## src/rtl/taxi_mdio_pkg.sv

```systemverilog
// Shared definitions for the Clause 22 MDIO initiator: opcodes, frame
// constants, controller state encoding and the frame-word builder.
package taxi_mdio_pkg;

  localparam logic [1:0] MDIO_OP_WRITE = 2'b01;
  localparam logic [1:0] MDIO_OP_READ  = 2'b10;
  localparam logic [1:0] MDIO_ST       = 2'b01;

  localparam int unsigned PRE_LEN   = 32;
  localparam int unsigned FRAME_LEN = 32;
  // ST + OP + PHYAD + REGAD, i.e. the bits ahead of TA
  localparam int unsigned HDR_LEN   = 14;

  typedef enum logic [2:0] {
    IDLE,
    PRE,
    FRAME,
    DONE,
    RESP
  } mdio_state_t;

  // Frame word after the preamble, MSB transmitted first. In read-format
  // frames the TA/DATA positions are released, so their contents are unused.
  function automatic logic [FRAME_LEN-1:0] mdio_frame(
    input logic [1:0]  op,
    input logic [4:0]  phy_addr,
    input logic [4:0]  reg_addr,
    input logic [15:0] data
  );
    logic [1:0] ta;
    ta = op[1] ? 2'b11 : 2'b10;
    return {MDIO_ST, op, phy_addr, reg_addr, ta, data};
  endfunction

endpackage

```

## src/rtl/taxi_mdio_mdc_gen.sv

```systemverilog
// MDC generator: divides clk by 2*PRESCALE while enabled, holds MDC low
// otherwise. rise_c/fall_c mark the clk edge on which MDC goes 0->1 / 1->0.
// Ports:
//   clk, rst  core clock, async active-high reset
//   en        run the generator (frame in progress)
//   mdc       registered MDC output
//   rise_c    MDC rises on the coming clock edge
//   fall_c    MDC falls on the coming clock edge
module taxi_mdio_mdc_gen #(
  parameter int unsigned PRESCALE = 25
) (
  input  logic clk,
  input  logic rst,
  input  logic en,
  output logic mdc,
  output logic rise_c,
  output logic fall_c
);

  localparam int unsigned CNT_W = 8;
  localparam logic [CNT_W-1:0] CNT_MAX = CNT_W'(PRESCALE - 1);

  logic [CNT_W-1:0] cnt;
  logic             tc_c;

  assign tc_c   = en && (cnt == CNT_MAX);
  assign rise_c = tc_c && !mdc;
  assign fall_c = tc_c && mdc;

  // Prescale counter and MDC toggle; cleared whenever the generator is idle
  always_ff @(posedge clk or posedge rst) begin
    if (rst) begin
      cnt <= '0;
      mdc <= 1'b0;
    end else if (!en) begin
      cnt <= '0;
      mdc <= 1'b0;
    end else if (tc_c) begin
      cnt <= '0;
      mdc <= ~mdc;
    end else begin
      cnt <= cnt + CNT_W'(1);
    end
  end

endmodule

```

## src/rtl/taxi_mdio_master.sv

```systemverilog
// IEEE 802.3 Clause 22 MDIO management initiator.
// One read/write command at a time via cmd_*; read data returned on rsp_*.
// mdio_o/mdio_t/mdio_i map onto an external IOBUF (mdio_t=1 releases).
// Optional feature macro: TAXI_MDIO_PREAMBLE_SUPPRESS_EN adds cmd_no_pre,
// which skips the 32-bit preamble for that frame.
// Ports:
//   clk, rst                     core clock, async active-high reset
//   cmd_valid/cmd_ready          command handshake
//   cmd_op/phy_addr/reg_addr     opcode (01 write, 10 read), PHYAD, REGAD
//   cmd_wr_data                  write data
//   rsp_valid/rsp_ready/rsp_data read response
//   busy                         frame in progress
//   mdc_o, mdio_i/mdio_o/mdio_t  management bus
module taxi_mdio_master
  import taxi_mdio_pkg::*;
#(
  parameter int unsigned MDC_PRESCALE = 25
) (
  input  logic        clk,
  input  logic        rst,
  input  logic        cmd_valid,
  output logic        cmd_ready,
  input  logic [1:0]  cmd_op,
  input  logic [4:0]  cmd_phy_addr,
  input  logic [4:0]  cmd_reg_addr,
  input  logic [15:0] cmd_wr_data,
`ifdef TAXI_MDIO_PREAMBLE_SUPPRESS_EN
  input  logic        cmd_no_pre,
`endif
  output logic        rsp_valid,
  input  logic        rsp_ready,
  output logic [15:0] rsp_data,
  output logic        busy,
  output logic        mdc_o,
  input  logic        mdio_i,
  output logic        mdio_o,
  output logic        mdio_t
);

  localparam int unsigned CNT_W      = 5;
  // bit_cnt value while the first TA bit is on the wire
  localparam int unsigned TA_BIT_CNT = FRAME_LEN - 1 - HDR_LEN;

  mdio_state_t      state;
  logic [31:0]      shreg;
  logic [CNT_W-1:0] bit_cnt;
  logic             rd_op;
  logic [15:0]      rd_shreg;
  logic             mdc_en_c;
  logic             rise_c;
  logic             fall_c;
  logic             no_pre_c;

`ifdef TAXI_MDIO_PREAMBLE_SUPPRESS_EN
  assign no_pre_c = cmd_no_pre;
`else
  assign no_pre_c = 1'b0;
`endif

  assign mdc_en_c = (state == PRE) || (state == FRAME);

  taxi_mdio_mdc_gen #(
    .PRESCALE(MDC_PRESCALE)
  ) u_mdc_gen (
    .clk   (clk),
    .rst   (rst),
    .en    (mdc_en_c),
    .mdc   (mdc_o),
    .rise_c(rise_c),
    .fall_c(fall_c)
  );

  // Frame controller: bits change on MDC fall, are sampled on MDC rise
  always_ff @(posedge clk or posedge rst) begin
    if (rst) begin
      state     <= IDLE;
      shreg     <= '0;
      bit_cnt   <= '0;
      rd_op     <= 1'b0;
      rd_shreg  <= '0;
      cmd_ready <= 1'b0;
      rsp_valid <= 1'b0;
      rsp_data  <= '0;
      busy      <= 1'b0;
      mdio_o    <= 1'b1;
      mdio_t    <= 1'b1;
    end else begin
      case (state)
        IDLE: begin
          if (cmd_valid && cmd_ready) begin
            shreg     <= mdio_frame(cmd_op, cmd_phy_addr, cmd_reg_addr, cmd_wr_data);
            rd_op     <= cmd_op[1];
            bit_cnt   <= CNT_W'(PRE_LEN - 1);
            busy      <= 1'b1;
            cmd_ready <= 1'b0;
            mdio_t    <= 1'b0;
            if (no_pre_c) begin
              state  <= FRAME;
              mdio_o <= MDIO_ST[1];
            end else begin
              state  <= PRE;
              mdio_o <= 1'b1;
            end
          end else begin
            cmd_ready <= 1'b1;
          end
        end

        PRE: begin
          if (fall_c) begin
            if (bit_cnt == '0) begin
              state   <= FRAME;
              bit_cnt <= CNT_W'(FRAME_LEN - 1);
              mdio_o  <= shreg[31];
            end else begin
              bit_cnt <= bit_cnt - CNT_W'(1);
            end
          end
        end

        FRAME: begin
          // shifts through TA too; the last 16 samples are the DATA field
          if (rise_c) begin
            rd_shreg <= {rd_shreg[14:0], mdio_i};
          end
          if (fall_c) begin
            if (bit_cnt == '0) begin
              state  <= DONE;
              mdio_o <= 1'b1;
              mdio_t <= 1'b1;
            end else begin
              bit_cnt <= bit_cnt - CNT_W'(1);
              shreg   <= shreg << 1;
              mdio_o  <= shreg[30];
              // release from TA onward in read-format frames
              mdio_t  <= rd_op && (bit_cnt <= CNT_W'(TA_BIT_CNT + 1));
            end
          end
        end

        DONE: begin
          busy <= 1'b0;
          if (rd_op) begin
            rsp_valid <= 1'b1;
            rsp_data  <= rd_shreg;
            state     <= RESP;
          end else begin
            cmd_ready <= 1'b1;
            state     <= IDLE;
          end
        end

        RESP: begin
          if (rsp_ready) begin
            rsp_valid <= 1'b0;
            cmd_ready <= 1'b1;
            state     <= IDLE;
          end
        end

        default: state <= IDLE;
      endcase
    end
  end

endmodule

```

## config.mk

```make
export PLATFORM = sky130hd
export DESIGN_NAME = taxi_mdio_master
export DESIGN_NICKNAME = d
export VERILOG_FILES = /design/src/rtl/taxi_mdio_pkg.sv /design/src/rtl/taxi_mdio_mdc_gen.sv /design/src/rtl/taxi_mdio_master.sv
export SDC_FILE = /design/constraint.sdc
export NUM_CORES = 1
export LEC_CHECK = 0
export CORE_AREA = 2 2 130 132
export CTS_CLUSTER_SIZE = 28
export DETAILED_ROUTE_END_ITERATION = 8
export DIE_AREA = 0 0 132 134
export SLEW_MARGIN = 30
export SYNTH_ARGS = -nofsm -noshare
export SYNTH_HDL_FRONTEND = slang
export SYNTH_HIERARCHICAL = 1
export SYNTH_SLANG_ARGS = --single-unit
```

## constraint.sdc

```tcl
create_clock -name clk -period 5 [get_ports clk]
set_input_delay 0.5 -clock clk [delete_from_list [all_inputs] [get_ports clk]]
set_output_delay 0.5 -clock clk [all_outputs]
set_load 0.01 [all_outputs]
```

==> metrics, run 1 <==
die width=132 um; mean cell area of the mapped netlist=11.53 sq um; Setup TNS=0 ps; CP cell instances=nand2b_1 -> a21oi_1 -> and3_2 -> nand4bb_1 -> o22ai_4 -> buf_4 -> o21ai_0; Clock Skews=9.565 ps; mapped cell area=roughly 4000 sq um; Worst-Margin Slew=826.3 ps; Data required, critical path=5210 ps; Via Count=2733; Tmin final=about 3300 ps; Yosys warning count=6; Total Power=1.942 mW; Max-Cap Viols=0; post-synthesis simple-gate area fraction=between 10% and 20%; dominant cell type by area after synthesis=dfrtp_1; CP top delay family=compound AO/OA/AOI/OAI gates; XOR/XNOR Fraction of Synth Area=less than 1%; Yosys top cell area share=53.14%; H-Tree Depth=3; highest net fanout along the worst path=30; RSZ-0062 raised after global routing=false; Die Span Y=between 100 and 150 um; most common cell after layout, fill and taps aside=dfrtp_1; First DRT Iteration DRCs=115; DIE AREA=between 15000 and 20000 sq um; CTS Buf Count=9; CTS root buf=clkbuf_16; final period utilization=~67%; register area=roughly 2200 sq um; DP HPWL=~5600 um; initial antenna violation count=0; largest net degree at the start of global routing=68; Post-synth EDFFs=0; # port buffers=between 50 and 60; worst min path class=in2async; combinational family with the most area after synthesis=multiplexers; diodes inserted=0; max-slew violation count=0; DR DRC count=0; Post-CTS Setup Bufs=0; Setup Viol. Count Final=0; Bufs on Longest Clock Path=2; Synth Flop Type=dfrtp_1; commonest cells after routing, fill and taps aside=dfrtp_1, clkdlybuf4s50_1, a21oi_1; net count after synthesis=385; Setup crit start kind=register; clk_lat worst skew=340 ps; site row count=47; Reg clk slew, reported paths=around 70 ps; first-pass GRT wire length=13440 um; GRT Util Overall=roughly a tenth; fill count=approximately 1.7k; post-synthesis instance total=347; mux cell area share after synthesis=17.07%; status=completed; Buf/Inv on CP=1; placed cell count=606; layout cells sized above 1=approximately 16%; Seq cells post-synth=87; CP max stage cell=dfrtp_1; crit end category=register; Post-Layout Inst Area=5072 sq um; Synth cell types=55; Worst VDD drop=0.1706 mV; Max stage delay on crit path=720 ps; total core area=16290 sq um; CTS Hold Bufs=0; non-filler instance count after layout=between 600 and 700; Vias/cell=around 4.4; io pins=55; relative slew slack=44.91%; TritonRoute pass-1 iters=4; sequential share of the synthesized area=54.45%; Leakage=between 2 and 2.5 nW; grt total ovfl=0; Multi-input gate area=~1700 sq um; vias in the first global route=2695; CTS tree=done; Power Density=~380 nW/um^2; post-CTS resize count=0; Worst Path Arrival=3540 ps; clk sink count=87; initial core utilization=24.57%; Synth Area in Compound Gates=11.60%; Nets=435; area growth from synthesis to layout=26.73%; Routed WL=7993 um; fmax=approximately 300 MHz; top cells by area, synth=dfrtp_1, mux2_2, mux2i_1, a21oi_1, nor2_1; Synth async-reset ratio=between 90% and 100%; Hold Fails Final Rpt=0; gpl congestion=0.7761; Final ANT Viol Nets=0; Adder-Cell Fraction of Synth Area=1.563%; CP Class=reg2reg; placed cell areas=approximately 4800 sq um; DR WL/cell=12.85 um
routing by layer:
| layer | track usage, % | vias to the layer above | share of wire [%] |
|---|---|---|---|
| li1 | - | 1331 | - |
| met1 | 11.87 | 1361 | 46 |
| met2 | 15.39 | 32 | 50 |
| met3 | 2.230 | 9 | 2.8 |
| met4 | 4.710 | 0 | 1.8 |
| met5 | 0 | - | 0 |
cells in the mapped netlist (2+ instances only):
library cell / instances
a211oi_1: 3
a21oi_1: 40
a31oi_1: 3
buf_2: 9
buf_4: 2
clkbuf_1: 6
dfrtp_1: 85
dfstp_2: 2
ha_1: 5
inv_1: 16
mux2_2: 33
mux2i_1: 30
nand2_1: 8
nand2b_1: 5
nand3_1: 5
nand4_1: 2
nand4bb_1: 2
nor2_1: 37
nor3_1: 2
nor3b_1: 2
o211a_1: 3
o21a_1: 2
o21ai_0: 9
or3_1: 5
kinds of logic (layout without fill, tap and decap cells):
group | after synthesis | in the layout
xor gates and xnor gates | 1 | 1
buffers and inverters | 34 | 89
adders and majority gates | 5 | 5
AOI/OAI and AO/OA | 74 | 74
and+or+nand+nor | 82 | 82
muxes | 64 | 64
DFF | 87 | 87
worst reg2reg max path, delay by kind of cell, from the launching register on:
kind | cells | cell delay [ps]
buffers and inverters | 1 | 420
AO/OA/AOI/OAI | 3 | 1190
flip-flops | 1 | 720
AND/OR/NAND/NOR | 3 | 870
report_power, final:
group	switching, mW	internal (mW)	leakage [nW]	total, mW
Combinational	0.152	0.165	0.924	0.317
Clock	0.283	0.393	0.148	0.675
Sequential	0.109	0.841	1.08	0.950
state kept, by name, summed over array words and instances (netlist names), 3 cells and up:
register       count
rd_shreg          16
bit_cnt            5
u_mdc_gen/cnt      8
shreg             32
rsp_data          16
state              3
through the flow:
stage	setup WS, ps	hold slack, ps	util [%]
after floorplan	2304	327.9	-
after global placement	1823	471.8	29.26
after detailed placement	1699	490.2	29.26
after CTS	1675	432.5	31.14
after global routing	1320	446.6	31.14
final	1666	425.4	31.14
area by class of cell:
cell class,instances,share of cell area [%]
clock buffer,9,4.440
clock inverter,7,1.579
inverter,16,1.209
multi-input combinational,226,33.28
sequential,87,42.97
tap,220,5.427
timing repair buffer,57,11.10
worst paths after layout:
check,start,to,slack (ps),cells after the start
setup reg to reg,state[1],shreg[0],1670,7
min in group clk,u_mdc_gen/cnt[0],u_mdc_gen/cnt[0],500,1
hold / removal,rst,rsp_data[10],430,2
hold reg to reg,u_mdc_gen/cnt[0],u_mdc_gen/cnt[0],500,1
max in group asynchronous,rst,state[1],3490,3
setup / recovery,state[1],shreg[0],1670,7
Power figures use the tool's default switching activity.
==> run 2, diff against run 1 <==
- clock period: 5 -> 2.8 ns (I/O delays scaled with it)
==> run 2 against run 1 <==
Critical path depth is 3 higher. Critical path type unchanged. Worst hold slack worse by 150 ps. Global-route usage is 0.41 points higher. Non-clock buffer count is 4 higher. Design area is 1.5% higher. Flip-flop and latch count stayed put. Sequential share of layout area is 0.64 points lower.
==> metrics, run 2 (same netlist as run 1, synthesis figures left out) <==
status=completed; Hold Fails Final Rpt=0 (unchanged); Tmin final=2491 ps (-843.7 ps); CTS root buf=clkbuf_16; cell depth of the worst flop-to-flop path=10 (+3); largest net degree at the start of global routing=60 (-12%); Buf/Inv on CP=2 (+1); site row count=47 (unchanged); Data required, critical path=3060 ps (-2150 ps); Setup TNS=0 ps (unchanged); r2r endpoint=shreg[31]; Setup Viol. Count Final=0 (unchanged); Max-Cap Viols=0 (unchanged); Critical Path Source=u_mdc_gen/cnt[0]; Die Span Y=134 um (unchanged); CP Class=reg2reg; Setup crit start kind=register; Nets=439 (+0.92%); Worst-Margin Slew=635.8 ps (-190.5 ps); vias in the first global route=2930 (+8.7%); # port buffers=54 (unchanged); Post-Layout Inst Area=5149 sq um (+1.5%); TritonRoute pass-1 iters=4 (unchanged); Routed WL=8258 um (+3.3%); Max stage delay on crit path=480 ps (-240 ps); DIE AREA=17690 sq um (unchanged); DR WL/cell=13.19 um (+2.7%); final period utilization=88.95% (+22 points); most common cell after layout, fill and taps aside=dfrtp_1; DP HPWL=5758 um (+2.0%); worst min path class=in2async; Largest Register=shreg; Power Density=684.8 nW/um^2 (+79%); placed cell areas=4822 sq um (+1.2%); First DRT Iteration DRCs=111 (-3.5%); GRT Util Overall=9.881% (+0.41 points); Post-CTS Setup Bufs=0 (unchanged); crit end category=register; DR DRC count=0 (unchanged); Bufs on Longest Clock Path=2 (unchanged); initial core utilization=24.57% (unchanged); CP top delay family=simple AND/OR/NAND/NOR gates; biggest registers after layout=shreg x32, rd_shreg x16, rsp_data x16; Worst VDD drop=0.2696 mV (+58%); layout cells sized above 1=17.49% (+1.3 points); Leakage=2.178 nW (+1.2%); CTS Buf Count=9 (unchanged); Clock Skews=4.921 ps (-4.644 ps); number of flip-flops in the largest register=32 (unchanged); reg2reg start=u_mdc_gen/cnt[0]; commonest cells after routing, fill and taps aside=dfrtp_1, clkdlybuf4s50_1, a21oi_1; diodes inserted=0 (unchanged); RSZ-0062 raised after global routing=false; area growth from synthesis to layout=28.63%; CP max stage cell=or4b_4; fmax=401.5 MHz (+34%); initial antenna violation count=0 (unchanged); die width=132 um (unchanged); clk sink count=87 (unchanged); Reg clk slew, reported paths=70 ps (about the same); CP endpoint=shreg[31]; Final ANT Viol Nets=0 (unchanged); fill count=1666 (-0.77%); max-slew violation count=0 (unchanged); clk_lat worst skew=340 ps (about the same); total core area=16290 sq um (unchanged); CTS tree=done; H-Tree Depth=3 (unchanged); Vias/cell=4.427 (+0.74%); Via Count=2771 (+1.4%); Worst Path Arrival=2750 ps (-790 ps); highest net fanout along the worst path=59 (+97%); gpl congestion=0.7751 (-0.13%); first-pass GRT wire length=14160 um (+5.3%); grt total ovfl=0 (unchanged); relative slew slack=57.56% (+13 points); io pins=55 (unchanged); CP cell instances=inv_1 -> ha_1 -> or4b_4 -> nor3_2 -> and3_4 -> nand4bb_2 -> o22ai_4 -> buf_12 -> nand3_1 -> o21ai_0; FF-to-FF setup slack=310 ps (-1360 ps); Crit path depth=10 (+3)
[run 2: cell types whose count changed in the layout (fill, tap and decap cells not counted), sizes merged]
cell	previous run	this run
buf	3	7
clkinvlp	1	2
clkinv	4	1
inv	17	19
[run 2: layout make-up]
type | count | area (sq um) | share of cell area [%]
Clock inverter | 7 | 87.58 | 1.701
Inverter | 16 | 61.31 | 1.191
Sequential cell | 87 | 2180 | 42.33
Timing Repair Buffer | 61 | 618.1 | 12.00
Clock buffer | 9 | 225.2 | 4.374
Tap cell | 220 | 275.3 | 5.346
Multi-Input combinational cell | 226 | 1702 | 33.05
[run 2: through the flow]
step	power [mW]	worst slack (ps)	hold WS [ps]	instances	util, %
after global placement	2.262	230.4	473.2	610	29.60
after global routing	3.756	74.33	331.5	626	31.61
final	3.526	309.5	275.3	626	31.61
after floorplan	2.069	104.0	107.9	347	-
after detailed placement	2.300	120.4	488.6	610	29.60
after CTS	3.572	89.51	290.6	626	31.52
[run 2: worst register-to-register path: cells and delay by family, from the launching register on]
kind                       cells  cell delay (ps)
AOI/OAI and AO/OA              2              290
adders and majority gates      1              130
buffers and inverters          2              330
DFF                            1              410
and+or+nand+nor                5             1260
[run 2: layer usage]
metal | vias to the layer above | GRT usage [%] | wire [um]
met2 | 37 | 16.35 | 4068
met1 | 1374 | 12.43 | 3813
met3 | 11 | 1.852 | 216
met4 | 0 | 4.891 | 159
li1 | 1349 | - | -
met5 | - | 0 | 0
[run 2: how the worst min path moves through the flow]
stage | start | endpoint | slack, ps | cells past startpoint
3_5_place_dp | u_mdc_gen/cnt[0] | u_mdc_gen/cnt[0] | 490 | 1
4_1_cts | rst | u_mdc_gen/cnt[2] | 290 | 2
5_1_grt | rst | u_mdc_gen/cnt[2] | 330 | 2
3_3_place_gp | u_mdc_gen/cnt[0] | u_mdc_gen/cnt[0] | 470 | 1
6_report | rst | u_mdc_gen/cnt[2] | 280 | 2
2_1_floorplan | rst | u_mdc_gen/cnt[0] | 110 | 1
[run 2: timing repair]
item	CTS	global route
endpoints found under the setup margin	0	30
hold buffers	0	0
resized for setup	0	3
[run 2: power breakdown]
| group | switching, mW | internal [mW] | total (mW) |
|---|---|---|---|
| sequential | 0.195 | 1.50 | 1.70 |
| clock | 0.541 | 0.713 | 1.25 |
| combinational | 0.277 | 0.299 | 0.576 |
